File: src/rtl/isp_vga_out.sv
// Display-side stage: buffers the scaler's 640x480 greyscale stream in a small FIFO,
// generates 640x480@60 VGA timing and recovers from underflow or frame misalignment.
module isp_vga_out #(
    parameter int H_ACTIVE   = 640,
    parameter int H_FP       = 16,
    parameter int H_SYNC     = 96,
    parameter int H_BP       = 48,
    parameter int V_ACTIVE   = 480,
    parameter int V_FP       = 10,
    parameter int V_SYNC     = 2,
    parameter int V_BP       = 33,
    parameter int FIFO_DEPTH = 16
) (
    input  logic       clk,
    input  logic       rst,
    input  logic [7:0] pix_in,
    input  logic       pix_in_sof,
    input  logic       pix_in_valid,
    output logic       pix_in_ready,
    output logic       hsync,
    output logic       vsync,
    output logic       de,
    output logic [3:0] vga_r,
    output logic [3:0] vga_g,
    output logic [3:0] vga_b,
    output logic [9:0] h_pixel,
    output logic [9:0] v_pixel,
    output logic       underflow,
    output logic       sync_err
);

    localparam int H_TOT = H_ACTIVE + H_FP + H_SYNC + H_BP;
    localparam int V_TOT = V_ACTIVE + V_FP + V_SYNC + V_BP;
    localparam int AW    = $clog2(FIFO_DEPTH);

    localparam logic [9:0] H_LAST = 10'(H_TOT - 1);
    localparam logic [9:0] V_LAST = 10'(V_TOT - 1);
    localparam logic [9:0] H_ACT  = 10'(H_ACTIVE);
    localparam logic [9:0] V_ACT  = 10'(V_ACTIVE);
    localparam logic [9:0] HS_BEG = 10'(H_ACTIVE + H_FP);
    localparam logic [9:0] HS_END = 10'(H_ACTIVE + H_FP + H_SYNC);
    localparam logic [9:0] VS_BEG = 10'(V_ACTIVE + V_FP);
    localparam logic [9:0] VS_END = 10'(V_ACTIVE + V_FP + V_SYNC);
    localparam logic [AW:0] FULL_CNT = (AW + 1)'(FIFO_DEPTH);

    typedef enum logic [1:0] {
        WAIT_SOF,
        FILL,
        RUN
    } state_e;

    state_e        state_q, state_d;
    logic [9:0]    h_cnt_q, h_cnt_d;
    logic [9:0]    v_cnt_q, v_cnt_d;
    logic [AW-1:0] wr_ptr_q, wr_ptr_d;
    logic [AW-1:0] rd_ptr_q, rd_ptr_d;
    logic [AW:0]   count_q, count_d;
    logic          hsync_q, hsync_d;
    logic          vsync_q, vsync_d;
    logic          de_q, de_d;
    logic [3:0]    rgb_q, rgb_d;
    logic          underflow_q, underflow_d;
    logic          sync_err_q, sync_err_d;
    logic [8:0]    mem_q [FIFO_DEPTH];

    logic       active, frame_end, at_origin;
    logic       full, empty, accept, push, pop, flush;
    logic [8:0] head;

    // Free-running timing; these never look at the state machine.
    always_comb begin
        h_cnt_d = (h_cnt_q == H_LAST) ? 10'd0 : h_cnt_q + 10'd1;
        v_cnt_d = v_cnt_q;
        if (h_cnt_q == H_LAST) begin
            v_cnt_d = (v_cnt_q == V_LAST) ? 10'd0 : v_cnt_q + 10'd1;
        end
    end

    assign active    = (h_cnt_q < H_ACT) && (v_cnt_q < V_ACT);
    assign frame_end = (h_cnt_q == H_LAST) && (v_cnt_q == V_LAST);
    assign at_origin = (h_cnt_q == 10'd0) && (v_cnt_q == 10'd0);

    assign full         = (count_q == FULL_CNT);
    assign empty        = (count_q == '0);
    assign head         = mem_q[rd_ptr_q];
    assign pix_in_ready = (state_q == WAIT_SOF) ? 1'b1 : !full;
    assign accept       = pix_in_valid && pix_in_ready;

    always_comb begin
        // NOTE: every signal gets a default first so no path through the case infers a latch.
        state_d     = state_q;
        push        = 1'b0;
        pop         = 1'b0;
        flush       = 1'b0;
        rgb_d       = 4'd0;
        underflow_d = underflow_q;
        sync_err_d  = sync_err_q;

        case (state_q)
            WAIT_SOF: begin
                if (accept && pix_in_sof) begin
                    push    = 1'b1;
                    state_d = FILL;
                end
            end
            FILL: begin
                push = accept;
                if (frame_end) begin
                    state_d = RUN;
                end
            end
            RUN: begin
                push = accept;
                if (active) begin
                    if (empty) begin
                        underflow_d = 1'b1;
                        flush       = 1'b1;
                        state_d     = WAIT_SOF;
                    end else begin
                        pop   = 1'b1;
                        rgb_d = head[7:4];
                        // A marker must appear exactly at (0,0); the pixel is still shown.
                        if (head[8] != at_origin) begin
                            sync_err_d = 1'b1;
                            flush      = 1'b1;
                            state_d    = WAIT_SOF;
                        end
                    end
                end
            end
            default: state_d = WAIT_SOF;
        endcase
    end

    // A flush discards everything, including a beat accepted in the same cycle.
    always_comb begin
        wr_ptr_d = wr_ptr_q;
        rd_ptr_d = rd_ptr_q;
        count_d  = count_q;
        if (flush) begin
            wr_ptr_d = '0;
            rd_ptr_d = '0;
            count_d  = '0;
        end else begin
            if (push) wr_ptr_d = wr_ptr_q + AW'(1);
            if (pop)  rd_ptr_d = rd_ptr_q + AW'(1);
            case ({push, pop})
                2'b10:   count_d = count_q + (AW + 1)'(1);
                2'b01:   count_d = count_q - (AW + 1)'(1);
                default: count_d = count_q;
            endcase
        end
    end

    always_comb begin
        hsync_d = !((h_cnt_q >= HS_BEG) && (h_cnt_q < HS_END));
        vsync_d = !((v_cnt_q >= VS_BEG) && (v_cnt_q < VS_END));
        de_d    = active;
    end

    // NOTE: state registers use non-blocking assignments so every flop samples pre-edge values.
    always_ff @(posedge clk or posedge rst) begin
        if (rst) begin
            state_q     <= WAIT_SOF;
            h_cnt_q     <= '0;
            v_cnt_q     <= '0;
            wr_ptr_q    <= '0;
            rd_ptr_q    <= '0;
            count_q     <= '0;
            hsync_q     <= 1'b1;
            vsync_q     <= 1'b1;
            de_q        <= 1'b0;
            rgb_q       <= '0;
            underflow_q <= 1'b0;
            sync_err_q  <= 1'b0;
        end else begin
            state_q     <= state_d;
            h_cnt_q     <= h_cnt_d;
            v_cnt_q     <= v_cnt_d;
            wr_ptr_q    <= wr_ptr_d;
            rd_ptr_q    <= rd_ptr_d;
            count_q     <= count_d;
            hsync_q     <= hsync_d;
            vsync_q     <= vsync_d;
            de_q        <= de_d;
            rgb_q       <= rgb_d;
            underflow_q <= underflow_d;
            sync_err_q  <= sync_err_d;
        end
    end

    // NOTE: the storage array has no reset; emptiness is carried entirely by the pointers and count.
    always_ff @(posedge clk) begin
        if (push && !flush) begin
            mem_q[wr_ptr_q] <= {pix_in_sof, pix_in};
        end
    end

    assign hsync     = hsync_q;
    assign vsync     = vsync_q;
    assign de        = de_q;
    assign vga_r     = rgb_q;
    assign vga_g     = rgb_q;
    assign vga_b     = rgb_q;
    assign h_pixel   = h_cnt_q;
    assign v_pixel   = v_cnt_q;
    assign underflow = underflow_q;
    assign sync_err  = sync_err_q;

endmodule
File: config.mk
export PLATFORM = sky130hd
export DESIGN_NAME = isp_vga_out
export DESIGN_NICKNAME = d
export VERILOG_FILES = /design/src/rtl/isp_vga_out.sv
export SDC_FILE = /design/constraint.sdc
export NUM_CORES = 1
export LEC_CHECK = 0
export ABC_CLOCK_PERIOD_IN_PS = 5190
export CORE_MARGIN = 4
export CORE_UTILIZATION = 40
export CTS_CLUSTER_SIZE = 16
export DETAILED_ROUTE_END_ITERATION = 6
export SYNTH_ARGS = -nofsm -noshare
export SYNTH_HDL_FRONTEND = slang
export SYNTH_SLANG_ARGS = --single-unit
File: constraint.sdc
create_clock -name clk -period 5.19 [get_ports clk]
set_input_delay 1.038 -clock clk [delete_from_list [all_inputs] [get_ports clk]]
set_output_delay 1.038 -clock clk [all_outputs]
set_load 0.01 [all_outputs]
==> impl_metrics.toml, run 1 <==
[detailed_routing]
drcViolationCount = 0
via_per_inst = 5.21
drtIter0Drc = 267
finalWirelength_mm = 11.4
firstDrtPassIters = 4
vias = 3328
wl_per_cell_um = 17.9
detail-route-antenna-nets = 0

[timing]
post-route-period-util_pct = 71.0
slew_headroom_pct = 31.5
fmax_ghz = 0.271
min_period_ns = 3.69
grt_setup_unrepaired = "false"
finalWorstSetupSlack_ns = 1.50
tns_ns = 0
skew_ns = 0.00753
worstMarginPinSlew_ns = 1.03
setup-violations-final = 0
slew_viol_final = 0
hold_viol = 0

[die]
die-area_um2 = 16100
fp.dieH_um = 127
initial_utilization_pct = 40.8
die_x_um = 127
rows = 43
boundaryPins = 50
fp.coreArea_um2 = 13900

[flow_run]
maxCapViolCount = 0

[critical_path]
worstPathCellList = "clkdlybuf4s50_1, buf_4, a21oi_1, a2111oi_4, buf_4, nor3_2, ha_1, nor2_1, nand2_1, a2111oi_0, a311oi_1, o311ai_0, nor2_1"
worst_ep_required_time_ns = 5.48
worstReg2RegStart = "rd_ptr_q[0]$_DFFE_PP0P_"
crit_arrival_ns = 3.98
crit_path_max_incr_delay_ns = 0.43
rr_endpoint = "mem_q[8][6]$_DFFE_PP_"
crit_family = "compound AO/OA/AOI/OAI gates"
rr_worst_depth = 6
regToRegSetupSlack_ns = 1.74
crit_slowest_cell = "a2111oi_0"
start_kind = "input pin"
crit_buf_inv = 3
end_kind = "register"
crit_fanout = 27
crit_type = "in -> reg"

[cells_and_area]
areaGrowthSynthToFinish_pct = 20.3
drive_gt1_share_pct = 15.9
antenna_cells = 0
fillers = 1212
final_util_pct = 49.1
layout.nets = 474

[placement]
place.gp.congestion = 0.788
port_buffers = 45
dp_slack_ns = 1.12
dpl.hpwl_mm = 7.63

[cts]
cts_tree = "done"
cts_sinks = 124
htreeDepth = 4
cts_hold_buf = 0
post_cts_buffers = 0
clockBufferDepth = 2
clk_pin_slew_ns = 0.06
cts_buffers = 17
ctsResizeCount = 0
cts-root-buf = "clkbuf_16"
worstSkewPairLatency_ns = 0.42

[min_path]
hold_class = "reg -> reg"
min_from = "underflow$_DFFE_PP0P_"
whs_endpoint = "underflow$_DFFE_PP0P_"
min_path_cells = 1

[synth]
synth_flop_cell = "edfxtp_1"
ys_ff_latch = 124
synth_edf_count = 80
ys_seq_area_share_pct = 61.9
syn_area_per_cell_um2 = 13.8
async_flop_share_pct = 35.5
ys_warn_count = 0
syn_inst = 409
yosysTopAreaCellShare_pct = 42.4
synth_top_cell_by_area = "edfxtp_1"
synth_nets = 437
synthTopCellsByArea = "edfxtp_1, dfrtp_1, mux4_2, ha_1, nor2_1"
synth.distinct_cells = 52
netlist_area_um2 = 5660

[grt]
grt_max_degree = 45
track_usage_pct = 15.3
grt-ovfl-total = 0
grt_pass1_vias = 3409
antenna_found_initial = 0
grt_pass1_wl_mm = 18.7

[power_and_ir_drop]
power.leakage_nw = 2.47
ir_drop_mv = 0.308
internal_power_mw = 2.31
switching_share_pct = 31.8
comb_power_share_pct = 27.1
p_per_area_nw_per_um2 = 498
pwr-share-clk_pct = 34.7
netSwitchingPower_mw = 1.08
power_frac_seq_pct = 38.2

[run_status]
status = "completed"
-- state kept, by name (all words and copies together), names as in the netlist, 2 cells and up --
name / count
count_q: 5
h_pixel: 10
mem_q: 80
rd_ptr_q: 4
state_q: 2
v_pixel: 10
vga_b: 4
wr_ptr_q: 4
-- Yosys cell counts (10+ instances only) --
cell type,instances
xor2_1,12
mux4_2,24
nand3_1,22
nand4_1,10
nand2_1,26
edfxtp_1,80
clkbuf_1,15
dfrtp_1,42
ha_1,16
o21ai_0,13
nor2_1,43
inv_1,13
-- final cells by class --
| cell class | instances | area (um^2) | area share (%) |
|---|---|---|---|
| Sequential cell | 124 | 3510 | 51.5 |
| Multi-Input combinational cell | 240 | 1950 | 28.7 |
| Timing Repair Buffer | 50 | 488 | 7.16 |
| Clock buffer | 17 | 425 | 6.25 |
| Tap cell | 180 | 225 | 3.31 |
| Clock inverter | 15 | 166 | 2.44 |
| Inverter | 13 | 48.8 | 0.716 |
-- routing by layer --
metal  global-route usage [%]  vias up  wire length (um)
met5                        0        -                 0
met4                     6.50        0               216
met3                     4.31       17               409
met2                     23.3       61              5490
met1                     20.8     1666              5310
li1                         -     1584                 -
-- cells in the final DEF, fill, tap and decap left out, types with 3 or more instances in the layout --
cell	count
edfxtp_1	80
clkdlybuf4s50_1	45
nor2_1	43
dfrtp_1	42
nand2_1	26
mux4_2	24
nand3_1	22
clkbuf_16	17
ha_1	16
o21ai_0	13
xor2_1	12
inv_1	12
nand4_1	10
xnor2_1	9
a21oi_1	7
nor2b_1	5
and3_1	5
buf_4	5
nor3_1	4
nor4_1	4
clkinvlp_4	4
clkinv_4	4
nand2b_1	3
mux2i_1	3
-- cell families (layout without fill, tap and decap cells) --
logic type                 count (synthesis)  after routing  share of synthesized area [%]
and+or+nand+nor                          135            135                           12.4
xor gates and xnor gates                  21             21                           3.25
muxes                                     29             29                           10.5
DFF                                      124            124                           61.9
AOI/OAI and AO/OA                         39             39                           4.84
buffers and inverters                     45             95                           3.64
adders and majority gates                 16             16                           3.53
-- metrics by stage --
stage	cells	hold WS [ns]	instance area (um^2)	total power, mW
after CTS	639	0.465	6810	3.42
after global placement	607	0.449	6220	2.20
after floorplan	409	0.493	5660	1.97
after global routing	639	0.501	6810	3.56
final	639	0.456	6810	3.39
after detailed placement	607	0.452	6220	2.23
-- power groups by stage --
stage	logic (mW)	registers [mW]	clock network [mW]
4_1_cts	0.927	1.30	1.20
6_report	0.920	1.29	1.18
3_3_place_gp	0.897	1.31	0
3_5_place_dp	0.920	1.31	0
5_1_grt	1.01	1.31	1.24
2_1_floorplan	0.731	1.24	0
-- how the worst max path moves through the flow --
stage,from,to,cells past startpoint,slack (ns)
floorplan,pix_in_sof,count_q[3]$_DFFE_PP0P_,10,2.18
global placement,pix_in_sof,count_q[3]$_DFFE_PP0P_,13,1.31
detailed placement,pix_in_sof,count_q[3]$_DFFE_PP0P_,13,1.12
CTS,pix_in_sof,count_q[3]$_DFFE_PP0P_,13,1.58
global route,pix_in_sof,count_q[3]$_DFFE_PP0P_,13,1.20
finish,pix_in_sof,count_q[3]$_DFFE_PP0P_,13,1.50
(Power assumes the default switching activity.)
==> inputs of run 2 (changes only) <==
--- a/config.mk
+++ b/config.mk
@@ -5,7 +5,7 @@
 export SDC_FILE = /design/constraint.sdc
 export NUM_CORES = 1
 export LEC_CHECK = 0
-export ABC_CLOCK_PERIOD_IN_PS = 5190
+export ABC_CLOCK_PERIOD_IN_PS = 3600
 export CORE_MARGIN = 4
 export CORE_UTILIZATION = 40
 export CTS_CLUSTER_SIZE = 16
==> constraint.sdc (replaced) <==
create_clock -name clk -period 3.6 [get_ports clk]
set_input_delay 0.72 -clock clk [delete_from_list [all_inputs] [get_ports clk]]
set_output_delay 0.72 -clock clk [all_outputs]
set_load 0.01 [all_outputs]
==> run 2 against run 1 <==
  * Clock power is 63% higher
  * Utilization is 0.97 points higher
  * Setup slack worse by 0.99 ns
  * Via count is 2.4% higher
  * Routed wire length hardly changed
  * Critical endpoint is now mem_q[3][8]$_DFFE_PP_
  * Global-route usage is 0.16 points lower
  * Register-to-register slack worse by 1.2 ns
==> impl_metrics.toml, run 2 (synthesized netlist as in run 1, its figures left out) <==
[run_status]
status = "completed"

[die]
initial_utilization_pct = 40.8
fp.coreArea_um2 = 13900
rows = 43
fp.dieH_um = 127
die_x_um = 127
boundaryPins = 50
die-area_um2 = 16100

[cells_and_area]
antenna_cells = 0
largest_register_ffs = 80
drive_gt1_share_pct = 16.9
layout.nets = 482
layout_commonest_cell = "edfxtp_1"
final_cell_mix = "edfxtp_1, clkdlybuf4s50_1, nor2_1"
regMostFlops = "mem_q"
final_util_pct = 50.0
areaGrowthSynthToFinish_pct = 22.6

[critical_path]
rr_endpoint = "mem_q[3][8]$_DFFE_PP_"
crit_buf_inv = 1
startpoint = "rd_ptr_q[0]$_DFFE_PP0P_"
start_kind = "register"
worstPathCellList = "mux4_2, mux2i_1, mux2i_1, xor2_1, a21oi_2, buf_4, nor2_1"
worst_ep_required_time_ns = 3.65
worstSetupPathDepth = 7
rr_worst_depth = 7
crit_path_max_incr_delay_ns = 0.73
end_kind = "register"
crit_fanout = 26
regToRegSetupSlack_ns = 0.51
crit_arrival_ns = 3.14
worstReg2RegStart = "rd_ptr_q[0]$_DFFE_PP0P_"
path_common_cell = "mux2i_1"
crit_family = "multiplexers"
endpoint = "mem_q[3][8]$_DFFE_PP_"
crit_type = "reg -> reg"
crit_slowest_cell = "dfrtp_1"

[min_path]
hold_class = "reg -> reg"

[timing]
min_period_ns = 3.09
tns_ns = 0
setup-violations-final = 0
whs_ns = 0.460
fmax_ghz = 0.324
post-route-period-util_pct = 85.8
worstMarginPinSlew_ns = 0.948
slew_headroom_pct = 36.7
hold_viol = 0
grt_setup_unrepaired = "false"
slew_viol_final = 0
skew_ns = 0.00883

[cts]
cts_sinks = 124
cts_tree = "done"
worstSkewPairLatency_ns = 0.41
clockBufferDepth = 2
clk_pin_slew_ns = 0.06
cts_buffers = 17
post_cts_buffers = 0
cts_hold_buf = 0
cts-root-buf = "clkbuf_16"
ctsResizeCount = 0
htreeDepth = 4

[flow_run]
maxCapViolCount = 0

[power_and_ir_drop]
power.leakage_nw = 2.55
finalPower_mw = 5.15
ir_drop_mv = 0.310
p_per_area_nw_per_um2 = 741

[placement]
place.gp.congestion = 0.768
dpl.hpwl_mm = 7.91
port_buffers = 45

[detailed_routing]
wl_per_cell_um = 17.7
drcViolationCount = 0
finalWirelength_mm = 11.4
vias = 3409
drtIter0Drc = 256
detail-route-antenna-nets = 0
via_per_inst = 5.27
firstDrtPassIters = 4

[grt]
grt-ovfl-total = 0
grt_pass1_wl_mm = 18.7
antenna_found_initial = 0
grt_pass1_vias = 3382
track_usage_pct = 15.2
grt_max_degree = 45
[run 2: cell count changes in the layout (fill, tap and decap cells not counted)]
cell / delta
clkinvlp_4: -4
inv_8: -2
buf_4: +8
bufinv_16: +4
clkinv_1: +2
inv_6: +2
clkinv_4: -2
[run 2: routing by layer]
metal / vias up / GRT usage, % / share of wire [%]
li1: 1597 / - / -
met1: 1725 / 19.8 / 45
met2: 72 / 24.1 / 50
met3: 15 / 4.56 / 4.0
met4: 0 / 5.74 / 1.5
met5: - / 0 / 0
[run 2: how the worst min path moves through the flow]
stage / startpoint / endpoint / slack (ns) / cells past startpoint
4_1_cts: underflow$_DFFE_PP0P_ / underflow$_DFFE_PP0P_ / 0.47 / 1
3_5_place_dp: underflow$_DFFE_PP0P_ / underflow$_DFFE_PP0P_ / 0.46 / 1
2_1_floorplan: underflow$_DFFE_PP0P_ / underflow$_DFFE_PP0P_ / 0.49 / 1
3_3_place_gp: underflow$_DFFE_PP0P_ / underflow$_DFFE_PP0P_ / 0.45 / 1
6_report: underflow$_DFFE_PP0P_ / underflow$_DFFE_PP0P_ / 0.46 / 1
5_1_grt: underflow$_DFFE_PP0P_ / underflow$_DFFE_PP0P_ / 0.48 / 1
[run 2: final cells by class]
class                      count  area (um^2)
clock buffer                  17          425
clock inverter                15          241
fill                        1198         6930
inverter                      13         48.8
multi-input combinational    240         1950
sequential                   124         3510
tap                          180          225
timing repair buffer          58          548
[run 2: metrics by stage]
| stage | worst slack (ns) | cell area, um^2 | instances |
|---|---|---|---|
| after global placement | 0.355 | 6280 | 615 |
| after CTS | 0.420 | 6950 | 647 |
| after floorplan | 0.852 | 5660 | 409 |
| after detailed placement | 0.187 | 6280 | 615 |
| final | 0.510 | 6950 | 647 |
| after global routing | 0.278 | 6950 | 647 |
[run 2: power breakdown]
| part | internal (mW) | switching (mW) |
|---|---|---|
| sequential | 1.68 | 0.181 |
| combinational | 0.666 | 0.705 |
| clock | 1.30 | 0.619 |
| total | 3.65 | 1.50 |
==> inputs of run 3 (changes only) <==
--- a/config.mk
+++ b/config.mk
@@ -5,9 +5,10 @@
 export SDC_FILE = /design/constraint.sdc
 export NUM_CORES = 1
 export LEC_CHECK = 0
-export ABC_CLOCK_PERIOD_IN_PS = 3600
+export ABC_CLOCK_PERIOD_IN_PS = 3440
 export CORE_MARGIN = 4
 export CORE_UTILIZATION = 40
+export CTS_BUF_LIST = sky130_fd_sc_hd__clkbuf_4
 export CTS_CLUSTER_SIZE = 16
 export DETAILED_ROUTE_END_ITERATION = 6
 export SYNTH_ARGS = -nofsm -noshare
==> constraint.sdc (replaced) <==
create_clock -name clk -period 3.44 [get_ports clk]
set_input_delay 0.688 -clock clk [delete_from_list [all_inputs] [get_ports clk]]
set_output_delay 0.688 -clock clk [all_outputs]
set_load 0.01 [all_outputs]
==> run 3 against run 2 <==
  * Critical path depth unchanged
  * Power is 13% lower
  * Cell count did not move
  * Largest power group is now registers
  * Highest routed layer unchanged
==> impl_metrics.toml, run 3 (synthesized netlist as in run 1, its figures left out) <==
[grt]
grt-ovfl-total = 0
grt_max_degree = 45
grt_pass1_vias = 3526
track_usage_pct = 15.2
grt_pass1_wl_mm = 18.6
antenna_found_initial = 1

[power_and_ir_drop]
p_per_area_nw_per_um2 = 682
power_frac_seq_pct = 43.0
finalPower_mw = 4.50
netSwitchingPower_mw = 1.48
comb_power_share_pct = 31.6
ir_drop_mv = 0.238
internal_power_mw = 3.02
power.leakage_nw = 2.39
switching_share_pct = 32.9
pwr-share-clk_pct = 25.4

[flow_run]
maxCapViolCount = 0

[placement]
place.gp.congestion = 0.761
dp_cells = 614
port_buffers = 45
dpl.hpwl_mm = 7.94

[cells_and_area]
largest_register_ffs = 80
areaGrowthSynthToFinish_pct = 16.5
layout_commonest_cell = "edfxtp_1"
fillers = 1214
regMostFlops = "mem_q"
final_cell_mix = "edfxtp_1, clkdlybuf4s50_1, nor2_1"
fin_cells = 647
layout.nets = 481
drive_gt1_share_pct = 17.0

[die]
rows = 43
boundaryPins = 50
die-area_um2 = 16100
initial_utilization_pct = 40.8
fp.dieH_um = 127
fp.coreArea_um2 = 13900
die_x_um = 127

[cts]
cts_sinks = 124
ctsResizeCount = 0
cts_tree = "done"
post_cts_buffers = 0
cts_buffers = 17
clockBufferDepth = 2
cts_hold_buf = 0
worstSkewPairLatency_ns = 0.54
htreeDepth = 4
cts-root-buf = "clkbuf_4"
clk_pin_slew_ns = 0.11

[detailed_routing]
drtIter0Drc = 178
firstDrtPassIters = 6
wl_per_cell_um = 17.6
vias = 3450
drcViolationCount = 0
finalWirelength_mm = 11.4
via_per_inst = 5.33
detail-route-antenna-nets = 0

[run_status]
status = "completed"

[critical_path]
crit_arrival_ns = 3.32
path_common_cell = "mux2i_1"
end_kind = "register"
crit_path_max_incr_delay_ns = 0.80
worstReg2RegStart = "rd_ptr_q[0]$_DFFE_PP0P_"
crit_family = "multiplexers"
worstPathCellList = "mux4_2, mux2i_1, mux2i_1, xor2_1, a21oi_2, buf_4, nor2_1"
worst_ep_required_time_ns = 3.63
crit_buf_inv = 1
crit_slowest_cell = "dfrtp_1"
crit_fanout = 26
crit_type = "reg -> reg"
startpoint = "rd_ptr_q[0]$_DFFE_PP0P_"
start_kind = "register"

[timing]
setup-violations-final = 0
fmax_ghz = 0.319
skew_ns = 0.0190
worstMarginPinSlew_ns = 0.959
min_period_ns = 3.14
hold_viol = 0
slew_headroom_pct = 36.0
post-route-period-util_pct = 91.1
tns_ns = 0
slew_viol_final = 0
whs_ns = 0.482
grt_setup_unrepaired = "false"

[min_path]
min_from = "underflow$_DFFE_PP0P_"
hold_class = "reg -> reg"
-- run 3: per-layer routing --
layer / vias up / global-route usage, % / share of wire (%)
met5: - / 0 / 0
li1: 1600 / - / -
met4: 0 / 7.44 / 2.5
met1: 1730 / 19.2 / 44
met2: 96 / 24.4 / 48
met3: 24 / 3.93 / 4.6
-- run 3: worst register-to-register path, cell delays in order, from the launching register on --
cell and delay, ns:
dfrtp_1 0.80, mux4_2 0.64, mux2i_1 0.15, mux2i_1 0.11, xor2_1 0.26, a21oi_2 0.10, buf_4 0.24, nor2_1 0.48
-- run 3: cell type report --
type                    instances  area (um^2)  share of cell area [%]
inverters                      13         48.8                   0.739
repair buffers                 57          541                    8.19
well taps                     180          225                    3.41
clock buffers                  18          135                    2.05
diodes                          1         2.50                  0.0379
clock inverters                14          191                    2.90
flip-flops and latches        124         3510                    53.1
multi-input cells             240         1950                    29.6
-- run 3: worst paths after layout --
check	to	slack, ns	depth (start not counted)
worst max-delay path	mem_q[11][4]$_DFFE_PP_	0.30	7
worst min-delay path	underflow$_DFFE_PP0P_	0.48	1
worst max register to register	mem_q[11][4]$_DFFE_PP_	0.30	7
worst min register to register	underflow$_DFFE_PP0P_	0.48	1
max in group asynchronous	count_q[2]$_DFFE_PP0P_	2.15	2
min in group asynchronous	vga_b[0]$_DFF_PP0_	0.68	2
-- run 3: power groups by stage --
| stage | combinational (mW) | clock [mW] | sequential, mW |
|---|---|---|---|
| CTS | 1.44 | 1.18 | 1.94 |
| finish | 1.42 | 1.15 | 1.94 |
| detailed placement | 1.43 | 0 | 1.97 |
| global placement | 1.38 | 0 | 1.96 |
| global route | 1.56 | 1.25 | 1.97 |
| floorplan | 1.10 | 0 | 1.87 |
-- run 3: metrics by stage --
stage | instance area, um^2 | setup slack, ns | util [%]
finish | 6600 | 0.305 | 47.6
CTS | 6600 | 0.243 | 47.5
detailed placement | 6270 | 0.0486 | 45.2
floorplan | 5660 | 0.692 | -
global placement | 6270 | 0.192 | 45.2
global route | 6600 | 0.0706 | 47.6
